File: config.mk
export PLATFORM = sky130hd
export DESIGN_NAME = hera_lsu_flat
export DESIGN_NICKNAME = d
export VERILOG_FILES = /design/src/rtl/hera_pkg.sv /design/src/rtl/hera_lsu_if.sv /design/src/rtl/hera_lsu_timer.sv /design/src/rtl/hera_lsu.sv /design/src/flat_wrapper.sv
export SDC_FILE = /design/constraint.sdc
export NUM_CORES = 1
export LEC_CHECK = 0
export BUFFER_PORTS_ARGS = -buffer_cell sky130_fd_sc_hd__buf_4
export CELL_PAD_IN_SITES_DETAIL_PLACEMENT = 1
export CELL_PAD_IN_SITES_GLOBAL_PLACEMENT = 1
export CORE_MARGIN = 4
export CORE_UTILIZATION = 38
export DETAILED_ROUTE_END_ITERATION = 10
export GPL_ROUTABILITY_DRIVEN = 0
export PLACE_DENSITY = 0.91
export SETUP_SLACK_MARGIN = 0.2
export SLEW_MARGIN = 15
export SYNTH_ARGS = -nofsm -noshare
export SYNTH_HDL_FRONTEND = slang
export SYNTH_SLANG_ARGS = --single-unit
File: constraint.sdc
create_clock -name clk -period 2.05 [get_ports clk]
set_input_delay 0.1025 -clock clk [delete_from_list [all_inputs] [get_ports clk]]
set_output_delay 0.1025 -clock clk [all_outputs]
set_load 0.02 [all_outputs]
File: src/rtl/hera_pkg.sv
// Shared definitions for the HERA load/store stage.
package hera_pkg;

  localparam int unsigned DATA_W      = 16;
  localparam int unsigned REG_W       = 4;
  localparam int unsigned DEF_TIMEOUT = 64;

  typedef enum logic [1:0] {
    ST_IDLE,
    ST_REQ,
    ST_DONE
  } lsu_state_e;

endpackage

File: src/rtl/hera_lsu_if.sv
// Data-memory request/acknowledge bus between the LSU and the memory.
interface hera_lsu_if;
  import hera_pkg::*;

  logic              mem_req;
  logic              mem_we;
  logic [DATA_W-1:0] mem_addr;
  logic [DATA_W-1:0] mem_wdata;
  logic              mem_ack;
  logic [DATA_W-1:0] mem_rdata;

  modport master (
    output mem_req, mem_we, mem_addr, mem_wdata,
    input  mem_ack, mem_rdata
  );

  modport slave (
    input  mem_req, mem_we, mem_addr, mem_wdata,
    output mem_ack, mem_rdata
  );

endinterface

File: src/rtl/hera_lsu_timer.sv
// Access timeout counter: counts while enabled, clears when requested,
// flags expiry when the count reaches LIMIT.
module hera_lsu_timer #(
  parameter int unsigned LIMIT = 63
) (
  input  logic clk,
  input  logic rst_s,
  input  logic clr,
  input  logic en,
  output logic expired
);

  logic [15:0] cnt;

  // Count up while enabled; clear has priority.
  always_ff @(posedge clk or negedge rst_s) begin
    if (!rst_s)      cnt <= '0;
    else if (clr)    cnt <= '0;
    else if (en)     cnt <= cnt + 16'd1;
  end

  assign expired = (cnt == 16'(LIMIT));

endmodule

File: src/rtl/hera_lsu.sv
// HERA load/store stage: issues one memory access at a time over a
// req/ack bus and writes loaded words back to the register file.
module hera_lsu
  import hera_pkg::*;
#(
  parameter int unsigned TIMEOUT = DEF_TIMEOUT,
  parameter int unsigned OFFS_W  = 5
) (
  input  logic              clk,
  input  logic              rst_s,
  input  logic              ld_req,
  input  logic              st_req,
  input  logic [OFFS_W-1:0] offset,
  input  logic [DATA_W-1:0] base,
  input  logic [DATA_W-1:0] st_data,
  input  logic [REG_W-1:0]  rd_in,
  hera_lsu_if.master        mem,
  output logic [DATA_W-1:0] load,
  output logic              load_en,
  output logic [REG_W-1:0]  load_rd,
  output logic              busy,
  output logic              err
);

  lsu_state_e        state_q, state_d;
  logic              accept, illegal, timed_out, expired;
  logic              we_q;
  logic [DATA_W-1:0] addr_q, wdata_q, load_q;
  logic [REG_W-1:0]  rd_q, load_rd_q;
  logic              err_q;

  hera_lsu_timer #(.LIMIT(TIMEOUT - 1)) u_timer (
    .clk     (clk),
    .rst_s   (rst_s),
    .clr     (state_q != ST_REQ),
    .en      (state_q == ST_REQ),
    .expired (expired)
  );

  // State register.
  always_ff @(posedge clk or negedge rst_s) begin
    if (!rst_s) state_q <= ST_IDLE;
    else        state_q <= state_d;
  end

  // Next-state decode; DONE behaves like IDLE for new requests so a
  // back-to-back access can start in the writeback cycle.
  always_comb begin
    state_d   = state_q;
    accept    = 1'b0;
    illegal   = 1'b0;
    timed_out = 1'b0;
    case (state_q)
      ST_IDLE, ST_DONE: begin
        state_d = ST_IDLE;
        if (ld_req ^ st_req) begin
          accept  = 1'b1;
          state_d = ST_REQ;
        end else begin
          illegal = ld_req & st_req;
        end
      end
      ST_REQ: begin
        if (mem.mem_ack) begin
          state_d = ST_DONE;
        end else if (expired) begin
          state_d   = ST_IDLE;
          timed_out = 1'b1;
        end
      end
      default: state_d = ST_IDLE;
    endcase
  end

  // Request capture, load writeback data and the error pulse.
  always_ff @(posedge clk or negedge rst_s) begin
    if (!rst_s) begin
      we_q      <= 1'b0;
      addr_q    <= '0;
      wdata_q   <= '0;
      rd_q      <= '0;
      load_q    <= '0;
      load_rd_q <= '0;
      err_q     <= 1'b0;
    end else begin
      err_q <= illegal | timed_out;
      if (accept) begin
        we_q    <= st_req;
        addr_q  <= base + DATA_W'(offset);
        wdata_q <= st_data;
        rd_q    <= rd_in;
      end
      if (state_q == ST_REQ && mem.mem_ack && !we_q) begin
        load_q    <= mem.mem_rdata;
        load_rd_q <= rd_q;
      end
    end
  end

  assign mem.mem_req   = (state_q == ST_REQ);
  assign mem.mem_we    = we_q;
  assign mem.mem_addr  = addr_q;
  assign mem.mem_wdata = wdata_q;

  assign busy    = (state_q == ST_REQ);
  assign load_en = (state_q == ST_DONE) && !we_q;
  assign load    = load_q;
  assign load_rd = load_rd_q;
  assign err     = err_q;

endmodule
File: src/flat_wrapper.sv
// flat-port wrapper written by rule: the top's interface ports become plain ports
module hera_lsu_flat import hera_pkg::*;
#(
  parameter int unsigned TIMEOUT = DEF_TIMEOUT,
  parameter int unsigned OFFS_W  = 5
)
  (clk, rst_s, ld_req, st_req, offset, base, st_data, rd_in, load, load_en, load_rd, busy, err, mem_mem_req, mem_mem_we, mem_mem_addr, mem_mem_wdata, mem_mem_ack, mem_mem_rdata);
  hera_lsu_if mem_i ();
  input  logic clk;
  input  logic rst_s;
  input  logic ld_req;
  input  logic st_req;
  input  logic [OFFS_W-1:0] offset;
  input  logic [DATA_W-1:0] base;
  input  logic [DATA_W-1:0] st_data;
  input  logic [REG_W-1:0] rd_in;
  output logic [DATA_W-1:0] load;
  output logic load_en;
  output logic [REG_W-1:0] load_rd;
  output logic busy;
  output logic err;
  output wire logic [$bits(mem_i.mem_req)-1:0] mem_mem_req;
  output wire logic [$bits(mem_i.mem_we)-1:0] mem_mem_we;
  output wire logic [$bits(mem_i.mem_addr)-1:0] mem_mem_addr;
  output wire logic [$bits(mem_i.mem_wdata)-1:0] mem_mem_wdata;
  input wire logic [$bits(mem_i.mem_ack)-1:0] mem_mem_ack;
  input wire logic [$bits(mem_i.mem_rdata)-1:0] mem_mem_rdata;
  assign mem_mem_req = mem_i.mem_req;
  assign mem_mem_we = mem_i.mem_we;
  assign mem_mem_addr = mem_i.mem_addr;
  assign mem_mem_wdata = mem_i.mem_wdata;
  assign mem_i.mem_ack = mem_mem_ack;
  assign mem_i.mem_rdata = mem_mem_rdata;
  hera_lsu #(.TIMEOUT(TIMEOUT), .OFFS_W(OFFS_W)) u_core (.clk(clk), .rst_s(rst_s), .ld_req(ld_req), .st_req(st_req), .offset(offset), .base(base), .st_data(st_data), .rd_in(rd_in), .mem(mem_i), .load(load), .load_en(load_en), .load_rd(load_rd), .busy(busy), .err(err));
endmodule
==> results.cfg, run 1 <==
[clocking]
numCtsBuffers = 9
cts-htree-levels = 3
clkSinkCount = 76
cts_tree = yes
clockBufferDepth = 2
clk_latency_ns = 0.35
cts_root_buffer = clkbuf_8
cts.clk_slew.worst_paths_ns = 0.09

[die]
die_h_um = 104
num_rows = 34
die_w_um = 104
dieArea_um2 = 10900
fp.coreArea_um2 = 8890
ios = 119
start_util_pct = 39.7

[worst_setup_path]
end_kind = output pin
start_kind = flop
crit_path_max_fanout = 18
cpPeakStageDelay_ns = 0.46
cp.required_ns = 1.95
slowest_stage = dfrtp_1
critical_path_class = reg -> out
cp_common_cell = buf_4
arrival_ns = 1.55
worstPathCellList = nand2b_1 > buf_4 > inv_1 > buf_4

[synthesis]
async_reset_ff_share_pct = 100
yosysWarningCount = 0
synthFlopType = dfrtp_1
synthTopCellsByArea = dfrtp_1 54%, nand2_1 8.5%, mux2_2 6.4%, ha_1 2.5%, nor2_1 2.4%
avgSynthCellArea_um2 = 10.1
syn_inst = 350
mappedNetlistNets = 420
synth_edf_count = 0
ys_seq_area_share_pct = 53.9
synth_top_area_share_pct = 53.9
netlist_area_um2 = 3530
ys_ff_latch = 76
yosysUniqueCellTypes = 46
yosysTopAreaCell = dfrtp_1

[detailed_routing]
wire_per_inst_um = 18.7
drtIter0Drc = 121
drt-total-wl_um = 11700
vias = 3329
dr.pass1.iters = 4
drcViolationCount = 0
vias_per_cell = 5.35
antenna_left = 0

[hold_path]
holdCritPathClass = in -> reg

[placed_design]
hpwl_um = 7910
pre_cts_slack_ns = 0.198
placed_area_um2 = 4570
io_buffers = 118

[power_and_ir_drop]
leakagePower_nw = 2.52
p_clk_share_pct = 22.8
irDropWorstVdd_mv = 0.546
p_seq_share_pct = 37.0
powerDensity_nw_per_um2 = 1210
combPwrFrac_pct = 40.1
intPower_mw = 3.98
switchingPower_mw = 2.33
switching_share_pct = 36.9

[timing]
max_freq_mhz = 606
slew_headroom_pct = 55.2
tightest_slew_ns = 0.665
finalClockSkew_ns = 0.00730
period_share_pct = 80.5
drv_slew = 0
rsz0062_at_grt = no
fin_crit_ns = 1.65
hold_violations = 0
setup_viol = 0
finalSetupTns_ns = 0
fin_ws_ns = 0.399

[global_routing]
overflow = 0
grt_pass1_vias = 3770
grt_max_degree = 44
grt_pass1_wl_um = 19400
grt_usage_pct = 22.0
antenna_found_initial = 0

[cells_and_area]
finish.net_count = 579
utilization_pct = 58.7
diodes = 0
drive_gt1_share_pct = 33.1
fillers = 988
postLayoutCellArea_um2 = 5220
syn_to_final_growth_pct = 47.8

[run_status]
outcome = completed

[flow_run]
drv_cap = 0
## registers in the layout, indices dropped and copies added (netlist names)
register / flops
u_core.err: 1
u_core.load: 16
u_core.load_rd: 4
u_core.state_q: 2
u_core.rd_q: 4
u_core.mem.mem_addr: 16
u_core.u_timer.cnt: 16
u_core.mem.mem_wdata: 16
u_core.mem.mem_we: 1
## worst paths after layout
kind | slack (ns) | cells past startpoint | from | endpoint
worst max-delay path | 0.40 | 4 | u_core.state_q[0] | busy
worst min-delay path | 0.06 | 3 | base[10] | u_core.mem.mem_addr[10]
worst max register to register | 0.41 | 5 | u_core.u_timer.cnt[0] | u_core.u_timer.cnt[14]
worst min register to register | 0.48 | 2 | u_core.mem.mem_addr[2] | u_core.mem.mem_addr[2]
max in group asynchronous | 1.23 | 3 | rst_s | u_core.u_timer.cnt[10]
min in group asynchronous | 0.23 | 2 | rst_s | u_core.mem.mem_addr[7]
## area by class of cell
class / instances / area, µm² / share of cell area, %
clock buffer: 10 / 138 / 2.64
clock inverter: 6 / 116 / 2.23
inverter: 7 / 26.3 / 0.504
multi-input combinational: 252 / 1550 / 29.8
sequential: 76 / 1900 / 36.5
tap: 108 / 135 / 2.59
timing repair buffer: 163 / 1350 / 25.8
## metrics by stage
stage | instances | power (mW) | hold slack, ns
6_report | 622 | 6.31 | 0.0580
5_1_grt | 622 | 6.66 | 0.0397
4_1_cts | 621 | 6.32 | 0.00319
3_5_place_dp | 567 | 4.80 | 0.0855
3_3_place_gp | 567 | 4.67 | 0.0897
2_1_floorplan | 350 | 3.58 | -0.193
## power by group through the flow
| stage | clock network (mW) | registers, mW | logic (mW) |
|---|---|---|---|
| floorplan | 0 | 2.84 | 0.735 |
| global placement | 0 | 2.31 | 2.36 |
| detailed placement | 0 | 2.35 | 2.45 |
| CTS | 1.47 | 2.33 | 2.52 |
| global route | 1.53 | 2.40 | 2.72 |
| finish | 1.44 | 2.34 | 2.53 |
## cells in the final DEF, fill, tap and decap left out, types with 3 or more instances in the layout
cell type      netlist  routed
a31oi_1              8       8
ha_1                 7       7
nor4_1               3       3
bufinv_16            0       3
and3_1               6       6
xor2_1               9       9
o21ai_0             10      10
a21o_1               3       3
or3_1                3       3
inv_1                7       7
nand4_1             11      11
or4_1                7       7
xnor2_1              4       4
mux2_2              20      20
a21oi_1              8       8
dlygate4sd3_1        0      39
nor2_1              23      23
o31ai_1              6       6
nand2_1             80      80
clkbuf_8             0      10
nand3_1             14      14
inv_6                0       3
buf_4                1     122
dfrtp_1             76      76
and2_1               4       4
## worst max-delay path: cells and delay by family (launching register included)
kind | cells | cell delay [ns]
simple gates | 1 | 0.14
flops | 1 | 0.46
buf+inv | 3 | 0.60
## cell families after synthesis
family | count (synthesis) | share of synthesized area [%]
AOI/OAI and AO/OA | 51 | 10.1
adders and majority gates | 8 | 3.05
and+or+nand+nor | 160 | 20.9
xor gates and xnor gates | 13 | 3.23
muxes | 20 | 6.38
buffers and inverters | 22 | 2.52
DFF | 76 | 53.9
## per-layer routing
metal | wire, µm | vias to the layer above | global-route usage (%)
met1 | 4510 | 1658 | 25.0
met2 | 6230 | 107 | 40.0
met4 | 255 | 0 | 6.46
met5 | 0 | - | 0
met3 | 657 | 24 | 6.27
li1 | - | 1540 | -
## Yosys cell counts (2+ instances only)
cell type	number
a21o_1	3
a21oi_1	8
a31oi_1	8
and2_1	4
and3_1	6
buf_2	2
clkbuf_1	11
dfrtp_1	76
ha_1	7
inv_1	7
mux2_2	20
nand2_1	80
nand2b_1	2
nand3_1	14
nand4_1	11
nor2_1	23
nor3_1	3
nor4_1	3
o2111ai_1	2
o21ai_0	10
o31ai_1	6
or3_1	3
or4_1	7
xnor2_1	4
xor2_1	9
## what timing repair did
item	CTS	global route
hold buffers	38	1
endpoints found under the hold margin	70	1
gates resized for setup	0	1
endpoints found under the setup margin	0	1
buffers inserted	0	0
Note: power is estimated with default switching activity, not from simulation.
==> run 2, diff against run 1 <==
--- a/config.mk
+++ b/config.mk
@@ -9,10 +9,10 @@
 export CELL_PAD_IN_SITES_DETAIL_PLACEMENT = 1
 export CELL_PAD_IN_SITES_GLOBAL_PLACEMENT = 1
 export CORE_MARGIN = 4
-export CORE_UTILIZATION = 38
+export CORE_UTILIZATION = 34
 export DETAILED_ROUTE_END_ITERATION = 10
 export GPL_ROUTABILITY_DRIVEN = 0
-export PLACE_DENSITY = 0.91
+export PLACE_DENSITY = 0.87
 export SETUP_SLACK_MARGIN = 0.2
 export SLEW_MARGIN = 15
 export SYNTH_ARGS = -nofsm -noshare
==> constraint.sdc (replaced) <==
create_clock -name clk -period 1.4 [get_ports clk]
set_input_delay 0.07 -clock clk [delete_from_list [all_inputs] [get_ports clk]]
set_output_delay 0.07 -clock clk [all_outputs]
set_load 0.02 [all_outputs]
==> run 2 against run 1 <==
Critical endpoint is now mem_mem_req. Routed wire length increased by 24%. The flow now finishes with violations (setup timing). Count of clock-buffer cells in the layout increased by 1. Power increased by 56%. Utilization increased by 3.9 points. Worst setup slack got worse by 0.49 ns. First-iteration DRC count increased by 59%. Clock skew increased by 0.010 ns.
==> results.cfg, run 2 (synthesized netlist as in run 1, its figures left out) <==
[cells_and_area]
drive_gt1_share_pct = 50.3
postLayoutCellArea_um2 = 6220
finish.net_count = 637
diodes = 0
syn_to_final_growth_pct = 76.4
utilization_pct = 62.5
final_cell_mix = 148 x buf_4, 75 x dfrtp_1, 53 x nand2_1, 42 x dlygate4sd3_1, 21 x buf_6
final_common_cell = buf_4

[die]
die_w_um = 110
dieArea_um2 = 12100
die_h_um = 110
fp.coreArea_um2 = 9950
num_rows = 36
start_util_pct = 35.4
ios = 119

[run_status]
failed_checks = setup timing
outcome = finished, violations left

[worst_setup_path]
end_kind = output pin
cp_top_family = flip-flops
crit_path_max_fanout = 4
cp.required_ns = 1.33
critical_path_class = reg -> out
path_buf_inv = 3
cpPeakStageDelay_ns = 0.48
start_kind = flop
arrival_ns = 1.42
slowest_stage = dfrtp_2
worstPathCellList = nand2b_4 > buf_6 > clkinvlp_4 > buf_6
cp_common_cell = buf_6

[clocking]
clockBufferDepth = 2
numCtsBuffers = 9
cts.clk_slew.worst_paths_ns = 0.09
clkSinkCount = 76
cts_root_buffer = clkbuf_8
cts-htree-levels = 3
cts_tree = yes
clk_latency_ns = 0.37

[global_routing]
grt_pass1_vias = 3905
grt_pass1_wl_um = 19900
grt_max_degree = 77
overflow = 0
antenna_found_initial = 0
grt_usage_pct = 21.5

[detailed_routing]
wire_per_inst_um = 20.5
vias_per_cell = 5.21
drcViolationCount = 0
dr.pass1.iters = 4
antenna_left = 0
drtIter0Drc = 192
vias = 3670
drt-total-wl_um = 14500

[power_and_ir_drop]
leakagePower_nw = 2.96
powerDensity_nw_per_um2 = 1580
irDropWorstVdd_mv = 0.752
power_mw = 9.83

[hold_path]
holdCritPathClass = in -> reg

[timing]
fin_ws_ns = -0.0880
finalSetupTns_ns = -0.798
drv_slew = 0
period_share_pct = 106
fin_crit_ns = 1.49
finalClockSkew_ns = 0.0175
setup_viol = 24
tightest_slew_ns = 0.424
rsz0062_at_grt = yes
hold_ws_ns = 0.0100
hold_violations = 0
slew_headroom_pct = 71.7
max_freq_mhz = 672

[flow_run]
drv_cap = 0

[placed_design]
hpwl_um = 8170
io_buffers = 118
placed_area_um2 = 4960
## run 2: changes by cell type in the layout (fill, tap and decap cells not counted), sizes merged
cell	delta
o21a	+1
clkbuf	+5
clkinvlp	+2
buf	+50
clkinv	+3
dlygate4sd3	+3
bufinv	-3
inv	-4
## run 2: what timing repair did
| item | in CTS | in global routing |
|---|---|---|
| hold buffers | 42 | 0 |
| endpoints found under the hold margin | 117 | 0 |
| setup endpoints to repair | 69 | 72 |
| cloned | 1 | 5 |
| setup buffers | 15 | 12 |
| pin swaps | 22 | 31 |
| gates resized for setup | 30 | 62 |
## run 2: through the flow
stage	cells	setup slack (ns)
after floorplan	350	-0.0333
after global placement	614	-0.186
after detailed placement	614	-0.256
after CTS	687	-0.0416
after global routing	704	-0.155
final	704	-0.0880
## run 2: final cells by class
cell class	count	area (µm²)
fill	1065	3730
sequential	76	1900
inverter	7	30.0
multi-input combinational	253	1990
timing repair buffer	220	1970
clock buffer	11	141
clock inverter	4	26.3
tap	133	166
## run 2: metal layers
metal,track usage [%],share of wire [%]
met5,0,0
met4,8.64,3.1
met3,3.35,4.9
met2,41.4,55
met1,23.2,37
## run 2: path summary, 6_finish.rpt
check	start	slack (ns)	endpoint	cells past startpoint
min in group asynchronous	rst_s	0.25	u_core.load[5]	3
max in group asynchronous	rst_s	0.80	u_core.load[9]	3
hold reg to reg	u_core.mem.mem_wdata[2]	0.50	u_core.mem.mem_wdata[2]	2
setup / recovery	u_core.state_q[0]	-0.09	mem_mem_req	4
setup reg to reg	u_core.u_timer.cnt[0]	-0.08	u_core.state_q[0]	5
hold / removal	base[10]	0.01	u_core.mem.mem_addr[10]	3
## run 2: worst register-to-register path: cells and delay by family, from the launching register on
kind	cells	cell delay, ns
flip-flops	1	0.42
AND/OR/NAND/NOR	3	0.48
adder cells (fa/ha/maj)	1	0.22
AO/OA/AOI/OAI	1	0.27
## run 2: power by group
part / switching, mW / internal [mW]
combinational: 2.41 / 2.35
clock: 0.871 / 0.681
sequential: 0.579 / 2.93
total: 3.86 / 5.97
